## config.mk

```make
export PLATFORM = sky130hd
export DESIGN_NAME = park_lot_controller_flat
export DESIGN_NICKNAME = d
export VERILOG_FILES = /design/src/rtl/park_lot_controller_if.sv /design/src/rtl/park_lot_controller.sv /design/src/flat_wrapper.sv
export SDC_FILE = /design/constraint.sdc
export NUM_CORES = 1
export LEC_CHECK = 0
export ABC_AREA = 0
export BUFFER_PORTS_ARGS = -buffer_cell sky130_fd_sc_hd__buf_2
export CAP_MARGIN = 10
export CELL_PAD_IN_SITES_DETAIL_PLACEMENT = 0
export CELL_PAD_IN_SITES_GLOBAL_PLACEMENT = 1
export CORE_MARGIN = 2
export CORE_UTILIZATION = 42
export DETAILED_ROUTE_END_ITERATION = 6
export GPL_TIMING_DRIVEN = 1
export HOLD_SLACK_MARGIN = 0.1
export PLACE_DENSITY = 0.82
export SETUP_SLACK_MARGIN = 0.15
export SLEW_MARGIN = 20
export SYNTH_ARGS = -nofsm -noshare
export SYNTH_HDL_FRONTEND = slang
export SYNTH_SLANG_ARGS = --single-unit
```

## constraint.sdc

```tcl
create_clock -name clk -period 5.1 [get_ports clk]
set_input_delay 0.255 -clock clk [delete_from_list [all_inputs] [get_ports clk]]
set_output_delay 0.255 -clock clk [all_outputs]
set_load 0.03 [all_outputs]
```

## src/rtl/park_lot_controller_if.sv

```systemverilog
// Gate-side bus of the parking-lot allocator: arrival handshake, departure strobe and occupancy readout.
// master = entry/gate logic, slave = park_lot_controller.
interface park_lot_if;
  logic       enable;
  logic       arrive_req;
  logic       leave_valid;
  logic [2:0] leave_number;
  logic       arrive_ack;
  logic       arrive_nack;
  logic [2:0] park_number;
  logic [7:0] space_status;
  logic [3:0] free_count;
  logic       full;
  logic       leave_error;

  modport master (
    output enable, arrive_req, leave_valid, leave_number,
    input  arrive_ack, arrive_nack, park_number, space_status, free_count, full, leave_error
  );

  modport slave (
    input  enable, arrive_req, leave_valid, leave_number,
    output arrive_ack, arrive_nack, park_number, space_status, free_count, full, leave_error
  );
endinterface

```

## src/rtl/park_lot_controller.sv

```systemverilog
// 8-space parking-lot allocator: one arrival at a time via req/ack, highest free space first, departures any cycle.
// Optional statistics counters (entry_count/reject_count) are built only when PARK_STATS_EN is defined.
module park_lot_controller #(
  parameter int STATS_WIDTH = 8
) (
  input  logic clk,
  input  logic rst_n,
  park_lot_if.slave bus
`ifdef PARK_STATS_EN
  ,
  output logic [STATS_WIDTH-1:0] entry_count,
  output logic [STATS_WIDTH-1:0] reject_count
`endif
);

  typedef enum logic [2:0] {
    S_IDLE, S_SEARCH, S_GRANT, S_REJECT, S_WAIT_DROP
  } state_e;

  if (STATS_WIDTH < 1) begin : g_bad_width
    $error("STATS_WIDTH must be at least 1");
  end

  state_e     state_q, state_d;
  logic [2:0] sel_q, sel_d;
  logic [7:0] occ_q, occ_d;
  logic       ack_q, ack_d;
  logic       nack_q, nack_d;
  logic [2:0] park_q, park_d;
  logic       lerr_q, lerr_d;
  logic [2:0] highest_free;
  logic [3:0] occ_pop;
  logic       occ_full;
  logic [7:0] grant_mask, leave_mask;

  // Last hit wins, so the loop leaves the highest-numbered free space in highest_free.
  always_comb begin
    highest_free = 3'd0;
    occ_pop      = 4'd0;
    for (int i = 0; i < 8; i++) begin
      if (!occ_q[i]) highest_free = 3'(i);
      occ_pop = occ_pop + {3'b000, occ_q[i]};
    end
  end

  assign occ_full = &occ_q;

  always_ff @(posedge clk) begin
    if (!rst_n) state_q <= S_IDLE;
    else        state_q <= state_d;
  end

  always_comb begin
    state_d = state_q;
    sel_d   = sel_q;
    unique case (state_q)
      S_IDLE:      if (bus.enable && bus.arrive_req) state_d = S_SEARCH;
      S_SEARCH: begin
        sel_d   = highest_free;
        state_d = occ_full ? S_REJECT : S_GRANT;
      end
      S_GRANT:     state_d = S_WAIT_DROP;
      S_REJECT:    state_d = S_WAIT_DROP;
      S_WAIT_DROP: if (!bus.arrive_req) state_d = S_IDLE;
      default:     state_d = S_IDLE;
    endcase
  end

  // Handshake outputs are registered, so they are derived from the state being entered.
  always_comb begin
    ack_d  = (state_d == S_GRANT);
    nack_d = (state_d == S_REJECT);
    park_d = ack_d ? sel_d : 3'd0;
  end

  // Departures are qualified by current occupancy; a grant and a departure may land on the same edge.
  always_comb begin
    grant_mask = (state_q == S_GRANT) ? (8'd1 << sel_q) : 8'd0;
    leave_mask = (bus.leave_valid && occ_q[bus.leave_number]) ? (8'd1 << bus.leave_number) : 8'd0;
    occ_d      = (occ_q | grant_mask) & ~leave_mask;
    lerr_d     = bus.leave_valid && !occ_q[bus.leave_number];
  end

  always_ff @(posedge clk) begin
    if (!rst_n) begin
      sel_q  <= 3'd0;
      occ_q  <= 8'd0;
      ack_q  <= 1'b0;
      nack_q <= 1'b0;
      park_q <= 3'd0;
      lerr_q <= 1'b0;
    end else begin
      sel_q  <= sel_d;
      occ_q  <= occ_d;
      ack_q  <= ack_d;
      nack_q <= nack_d;
      park_q <= park_d;
      lerr_q <= lerr_d;
    end
  end

`ifdef PARK_STATS_EN
  logic [STATS_WIDTH-1:0] entry_q, reject_q;

  always_ff @(posedge clk) begin
    if (!rst_n) begin
      entry_q  <= '0;
      reject_q <= '0;
    end else begin
      if (state_q == S_GRANT)  entry_q  <= entry_q + 1'b1;
      if (state_q == S_REJECT) reject_q <= reject_q + 1'b1;
    end
  end

  assign entry_count  = entry_q;
  assign reject_count = reject_q;
`endif

  assign bus.arrive_ack   = ack_q;
  assign bus.arrive_nack  = nack_q;
  assign bus.park_number  = park_q;
  assign bus.space_status = occ_q;
  assign bus.free_count   = 4'd8 - occ_pop;
  assign bus.full        = occ_full;
  assign bus.leave_error  = lerr_q;

endmodule

```

## src/flat_wrapper.sv

```systemverilog
// flat-port wrapper written by rule: the top's interface ports become plain ports
module park_lot_controller_flat 
#(
  parameter int STATS_WIDTH = 8
)
  (clk, rst_n, bus_enable, bus_arrive_req, bus_leave_valid, bus_leave_number, bus_arrive_ack, bus_arrive_nack, bus_park_number, bus_space_status, bus_free_count, bus_full, bus_leave_error);
  park_lot_if bus_i ();
  input  logic clk;
  input  logic rst_n;
  input wire logic [$bits(bus_i.enable)-1:0] bus_enable;
  input wire logic [$bits(bus_i.arrive_req)-1:0] bus_arrive_req;
  input wire logic [$bits(bus_i.leave_valid)-1:0] bus_leave_valid;
  input wire logic [$bits(bus_i.leave_number)-1:0] bus_leave_number;
  output wire logic [$bits(bus_i.arrive_ack)-1:0] bus_arrive_ack;
  output wire logic [$bits(bus_i.arrive_nack)-1:0] bus_arrive_nack;
  output wire logic [$bits(bus_i.park_number)-1:0] bus_park_number;
  output wire logic [$bits(bus_i.space_status)-1:0] bus_space_status;
  output wire logic [$bits(bus_i.free_count)-1:0] bus_free_count;
  output wire logic [$bits(bus_i.full)-1:0] bus_full;
  output wire logic [$bits(bus_i.leave_error)-1:0] bus_leave_error;
  assign bus_i.enable = bus_enable;
  assign bus_i.arrive_req = bus_arrive_req;
  assign bus_i.leave_valid = bus_leave_valid;
  assign bus_i.leave_number = bus_leave_number;
  assign bus_arrive_ack = bus_i.arrive_ack;
  assign bus_arrive_nack = bus_i.arrive_nack;
  assign bus_park_number = bus_i.park_number;
  assign bus_space_status = bus_i.space_status;
  assign bus_free_count = bus_i.free_count;
  assign bus_full = bus_i.full;
  assign bus_leave_error = bus_i.leave_error;
  park_lot_controller #(.STATS_WIDTH(STATS_WIDTH)) u_core (.clk(clk), .rst_n(rst_n), .bus(bus_i));
endmodule
```

==> summary.log <==
INFO  grt            pin_count_of_the_biggest_net_entering_global_routing=13
INFO  synthesis      netlist-cell-type-count=28
INFO  drt            met2_length=1200um
INFO  drt            wl_met3=94um
INFO  place          detailedPlace.worstSlack=2.11ns
INFO  drt            drt-wirelength-per-cell=14.3um
INFO  clock_network  clock_tree.htree_level_count=1
INFO  worst_hold_path whs_path_depth=2
INFO  synthesis      ys_ff_latch=20
INFO  synthesis      synth_xor_xnor_area_share=0.802%
INFO  setup_path     regToRegEndpoint=u_core.bus.park_number[0]
INFO  timing         finalMaxSlewViolations=0
INFO  place          place_congestion=0.810
INFO  timing         setup_total_negative_slack=0ns
INFO  worst_hold_path worstHoldPathType=primary input to flip-flop
INFO  clock_network  cts_tree=built
INFO  drt            drc_errors=0
INFO  place          dp_hpwl=1890um
INFO  finish         drive_above_1_share=23.1%
INFO  outcome        status=completed
INFO  floorplan      fp.coreArea=0.00248mm^2
INFO  timing         fmaxAchievable=0.301GHz
INFO  timing         clock-skew-final=0.00516ns
INFO  finish         growth_of_design_area_from_synthesis_to_finish=18.7%
INFO  setup_path     crit-reg2reg-launch=u_core.state_q[0]
INFO  floorplan      design.die.area=0.00302mm^2
INFO  timing         timing.final.hold_violations=0
INFO  synthesis      yosys.area_share.adder=17.0%
INFO  run            max_cap_violations=0
INFO  synthesis      net_count_after_synthesis=136
INFO  pwr            power-per-cell-area=247mW/mm^2
INFO  timing         rsz0062_at_grt=no
INFO  synthesis      synth_area=0.00109mm^2
INFO  drt            top_layer_used=met4
INFO  clock_network  clockBufferDepth=2
INFO  setup_path     crit_path_max_fanout=8
INFO  setup_path     critPathCaptureType=primary output
INFO  timing         finalWorstPathRequiredPeriod=3.32ns
INFO  finish         antenna_cells=0
INFO  grt            grt_first_pass_wirelength=3860um
INFO  worst_hold_path hold_path_startpoint=bus_leave_valid
INFO  clock_network  postCtsSetupBuffers=0
INFO  clock_network  clk_pin_slew_worst_paths=0.11ns
INFO  grt            antenna_violations_before_repair=0
INFO  finish         postLayoutCoreUtil=52.3%
INFO  floorplan      top_level_ports=27
INFO  timing         worst_pin_slew=0.797ns
INFO  synthesis      dominantRegCellSynth=sky130_fd_sc_hd__dfxtp_1
INFO  timing         final.period_utilization=65.0%
INFO  synthesis      synthesis.area_per_instance=9.50um^2
INFO  drt            vias_per_cell=5.36
INFO  synthesis      syn_inst=115
INFO  synthesis      synth_top_family_by_area=simple AND/OR/NAND/NOR gates
INFO  pwr            power.leakage=0.617nW
INFO  synthesis      synth_seq_area_share=36.7%
INFO  clock_network  clock_insertion_delay_worst_skew=0.30ns
INFO  clock_network  cts_root_buf=sky130_fd_sc_hd__clkbuf_4
INFO  clock_network  cts-hold-fix-buffers=0
INFO  synthesis      synth-edff-count=0
INFO  setup_path     criticalPathCategory=flip-flop to primary output
INFO  clock_network  post_cts.resized_instances=0
INFO  place          port-buffer-count=26
INFO  grt            globalRouteOverflowTotal=0
INFO  drt            drtPass1Iterations=4
INFO  floorplan      rows=18
INFO  setup_path     worst_setup_path_start_kind=flip-flop
INFO  synthesis      synth-async-reset-ratio=0%
INFO  floorplan      die_width=55.0um
INFO  drt            antenna_violating_nets_left=0
INFO  drt            detailroute.via_count=928
INFO  floorplan      die_y=55.0um
INFO  clock_network  cts_inserted_buffers=3
INFO  setup_path     r2r_cells=3
INFO  setup_path     regToRegSetupSlack=3.43ns
INFO  worst_hold_path worstHoldEndpoint=u_core.bus.leave_error
INFO  setup_path     crit_required=4.85ns
INFO  floorplan      initial_util=44.1%
INFO  grt            grt_util_all_layers=18.4%
INFO  timing         normalized_max_slew_margin=46.8%
INFO  finish         nets=165
INFO  timing         hold-worst-slack=0.217ns
INFO  synthesis      synth_compound_gate_area_share=13.3%
INFO  timing         timing.final.ws_setup=1.78ns
INFO  drt            met1_layer_wirelength_in_the_final_routing=1160um
INFO  synthesis      ys.warnings.count=0
INFO  clock_network  cts_num_sinks=20
INFO  drt            drt_first_iter_violations=14
INFO  synthesis      synthSimpleGateAreaFrac=21.3%
INFO  drt            wirelength=2470um
INFO  setup_path     cp.arrival=3.06ns
INFO  pwr            ir_worst_vdd=0.000149V
INFO  timing         final-setup-viol-count=0
INFO  grt            number_of_global_route_vias_before_repair=807
INFO  synthesis      muxShareOfSynthArea=5.73%
where the power goes:
group / total (W) / internal [W] / switching, W
sequential: 0.000163 / 0.000160 / 0.00000325
clock: 0.000128 / 0.0000793 / 0.0000491
combinational: 0.0000282 / 0.0000103 / 0.0000179
total: 0.000320 / 0.000249 / 0.0000703
critical path, stage by stage, from the launching register on:
cell and delay (ns):
sky130_fd_sc_hd__dfxtp_1 0.52, sky130_fd_sc_hd__fa_1 0.47, sky130_fd_sc_hd__inv_1 0.07, sky130_fd_sc_hd__ha_1 0.14, sky130_fd_sc_hd__inv_1 0.05, sky130_fd_sc_hd__fa_1 0.49
sky130_fd_sc_hd__inv_1 0.05, sky130_fd_sc_hd__fa_1 0.42, sky130_fd_sc_hd__ha_1 0.20, sky130_fd_sc_hd__xor2_1 0.14, sky130_fd_sc_hd__buf_2 0.21
cells by family after synthesis:
| family | Yosys count |
|---|---|
| fa+ha+maj | 13 |
| flops | 20 |
| xor+xnor | 1 |
| buf+inv | 13 |
| compound gates | 25 |
| mux | 5 |
| simple gates | 38 |
final cells by class:
class | count | area, um^2
Inverter | 11 | 41.3
Fill cell | 246 | 1180
Timing Repair Buffer | 26 | 130
Clock inverter | 1 | 30.0
Clock buffer | 3 | 22.5
Tap cell | 30 | 37.5
Sequential cell | 20 | 400
Multi-Input combinational cell | 82 | 634
per-stage QoR:
step           area (um^2)  std cells  power [W]
4_1_cts               1300        173   0.000324
5_1_grt               1300        173   0.000335
3_5_place_dp          1240        169   0.000195
2_1_floorplan         1090        115   0.000186
6_report              1300        173   0.000320
3_3_place_gp          1240        169   0.000194
sequential cells by signal, indices dropped and copies added, names as in the netlist:
name                     count
u_core.bus.arrive_nack       1
u_core.bus.leave_error       1
u_core.bus.park_number       3
u_core.sel_q                 3
u_core.state_q               3
u_core.bus.arrive_ack        1
u_core.bus.space_status      8
metal layers:
layer | global-route usage [%] | vias up
li1 | - | 466
met1 | 23.8 | 444
met4 | 6.10 | 0
met5 | 0 | -
met3 | 3.49 | 2
met2 | 30.8 | 16
cells in the mapped netlist (2+ instances only):
cell	count	area, um^2
sky130_fd_sc_hd__a211oi_1	3	22.5
sky130_fd_sc_hd__a21oi_1	10	50.1
sky130_fd_sc_hd__and3_1	5	31.3
sky130_fd_sc_hd__dfxtp_1	20	400
sky130_fd_sc_hd__fa_1	3	60.1
sky130_fd_sc_hd__ha_1	10	125
sky130_fd_sc_hd__inv_1	11	41.3
sky130_fd_sc_hd__mux2i_1	4	40.0
sky130_fd_sc_hd__nand2_1	6	22.5
sky130_fd_sc_hd__nand2b_1	7	43.8
sky130_fd_sc_hd__nor2_1	6	22.5
sky130_fd_sc_hd__o21ai_0	7	35.0
sky130_fd_sc_hd__o31ai_1	2	15.0
sky130_fd_sc_hd__or3_1	6	37.5
sky130_fd_sc_hd__or4_1	2	15.0
cells in the final DEF, fill, tap and decap left out, types with 2 or more instances in the layout:
| cell type | count |
|---|---|
| sky130_fd_sc_hd__or3_1 | 6 |
| sky130_fd_sc_hd__clkbuf_4 | 3 |
| sky130_fd_sc_hd__dfxtp_1 | 20 |
| sky130_fd_sc_hd__inv_1 | 11 |
| sky130_fd_sc_hd__a211oi_1 | 3 |
| sky130_fd_sc_hd__o31ai_1 | 2 |
| sky130_fd_sc_hd__or4_1 | 2 |
| sky130_fd_sc_hd__ha_1 | 10 |
| sky130_fd_sc_hd__and3_1 | 5 |
| sky130_fd_sc_hd__o21ai_0 | 7 |
| sky130_fd_sc_hd__a21oi_1 | 10 |
| sky130_fd_sc_hd__nand2b_1 | 7 |
| sky130_fd_sc_hd__mux2i_1 | 4 |
| sky130_fd_sc_hd__nand2_1 | 6 |
| sky130_fd_sc_hd__fa_1 | 3 |
| sky130_fd_sc_hd__buf_2 | 26 |
| sky130_fd_sc_hd__nor2_1 | 6 |
how the worst max path moves through the flow:
stage / depth (start not counted) / endpoint / slack, ns / from
floorplan: 9 / bus_free_count[3] / 1.89 / u_core.bus.space_status[6]
global placement: 10 / bus_free_count[3] / 2.20 / u_core.bus.space_status[6]
detailed placement: 10 / bus_free_count[3] / 2.11 / u_core.bus.space_status[5]
CTS: 10 / bus_free_count[3] / 1.76 / u_core.bus.space_status[6]
global route: 10 / bus_free_count[3] / 1.58 / u_core.bus.space_status[6]
finish: 10 / bus_free_count[3] / 1.78 / u_core.bus.space_status[5]
(Power assumes the default switching activity.)
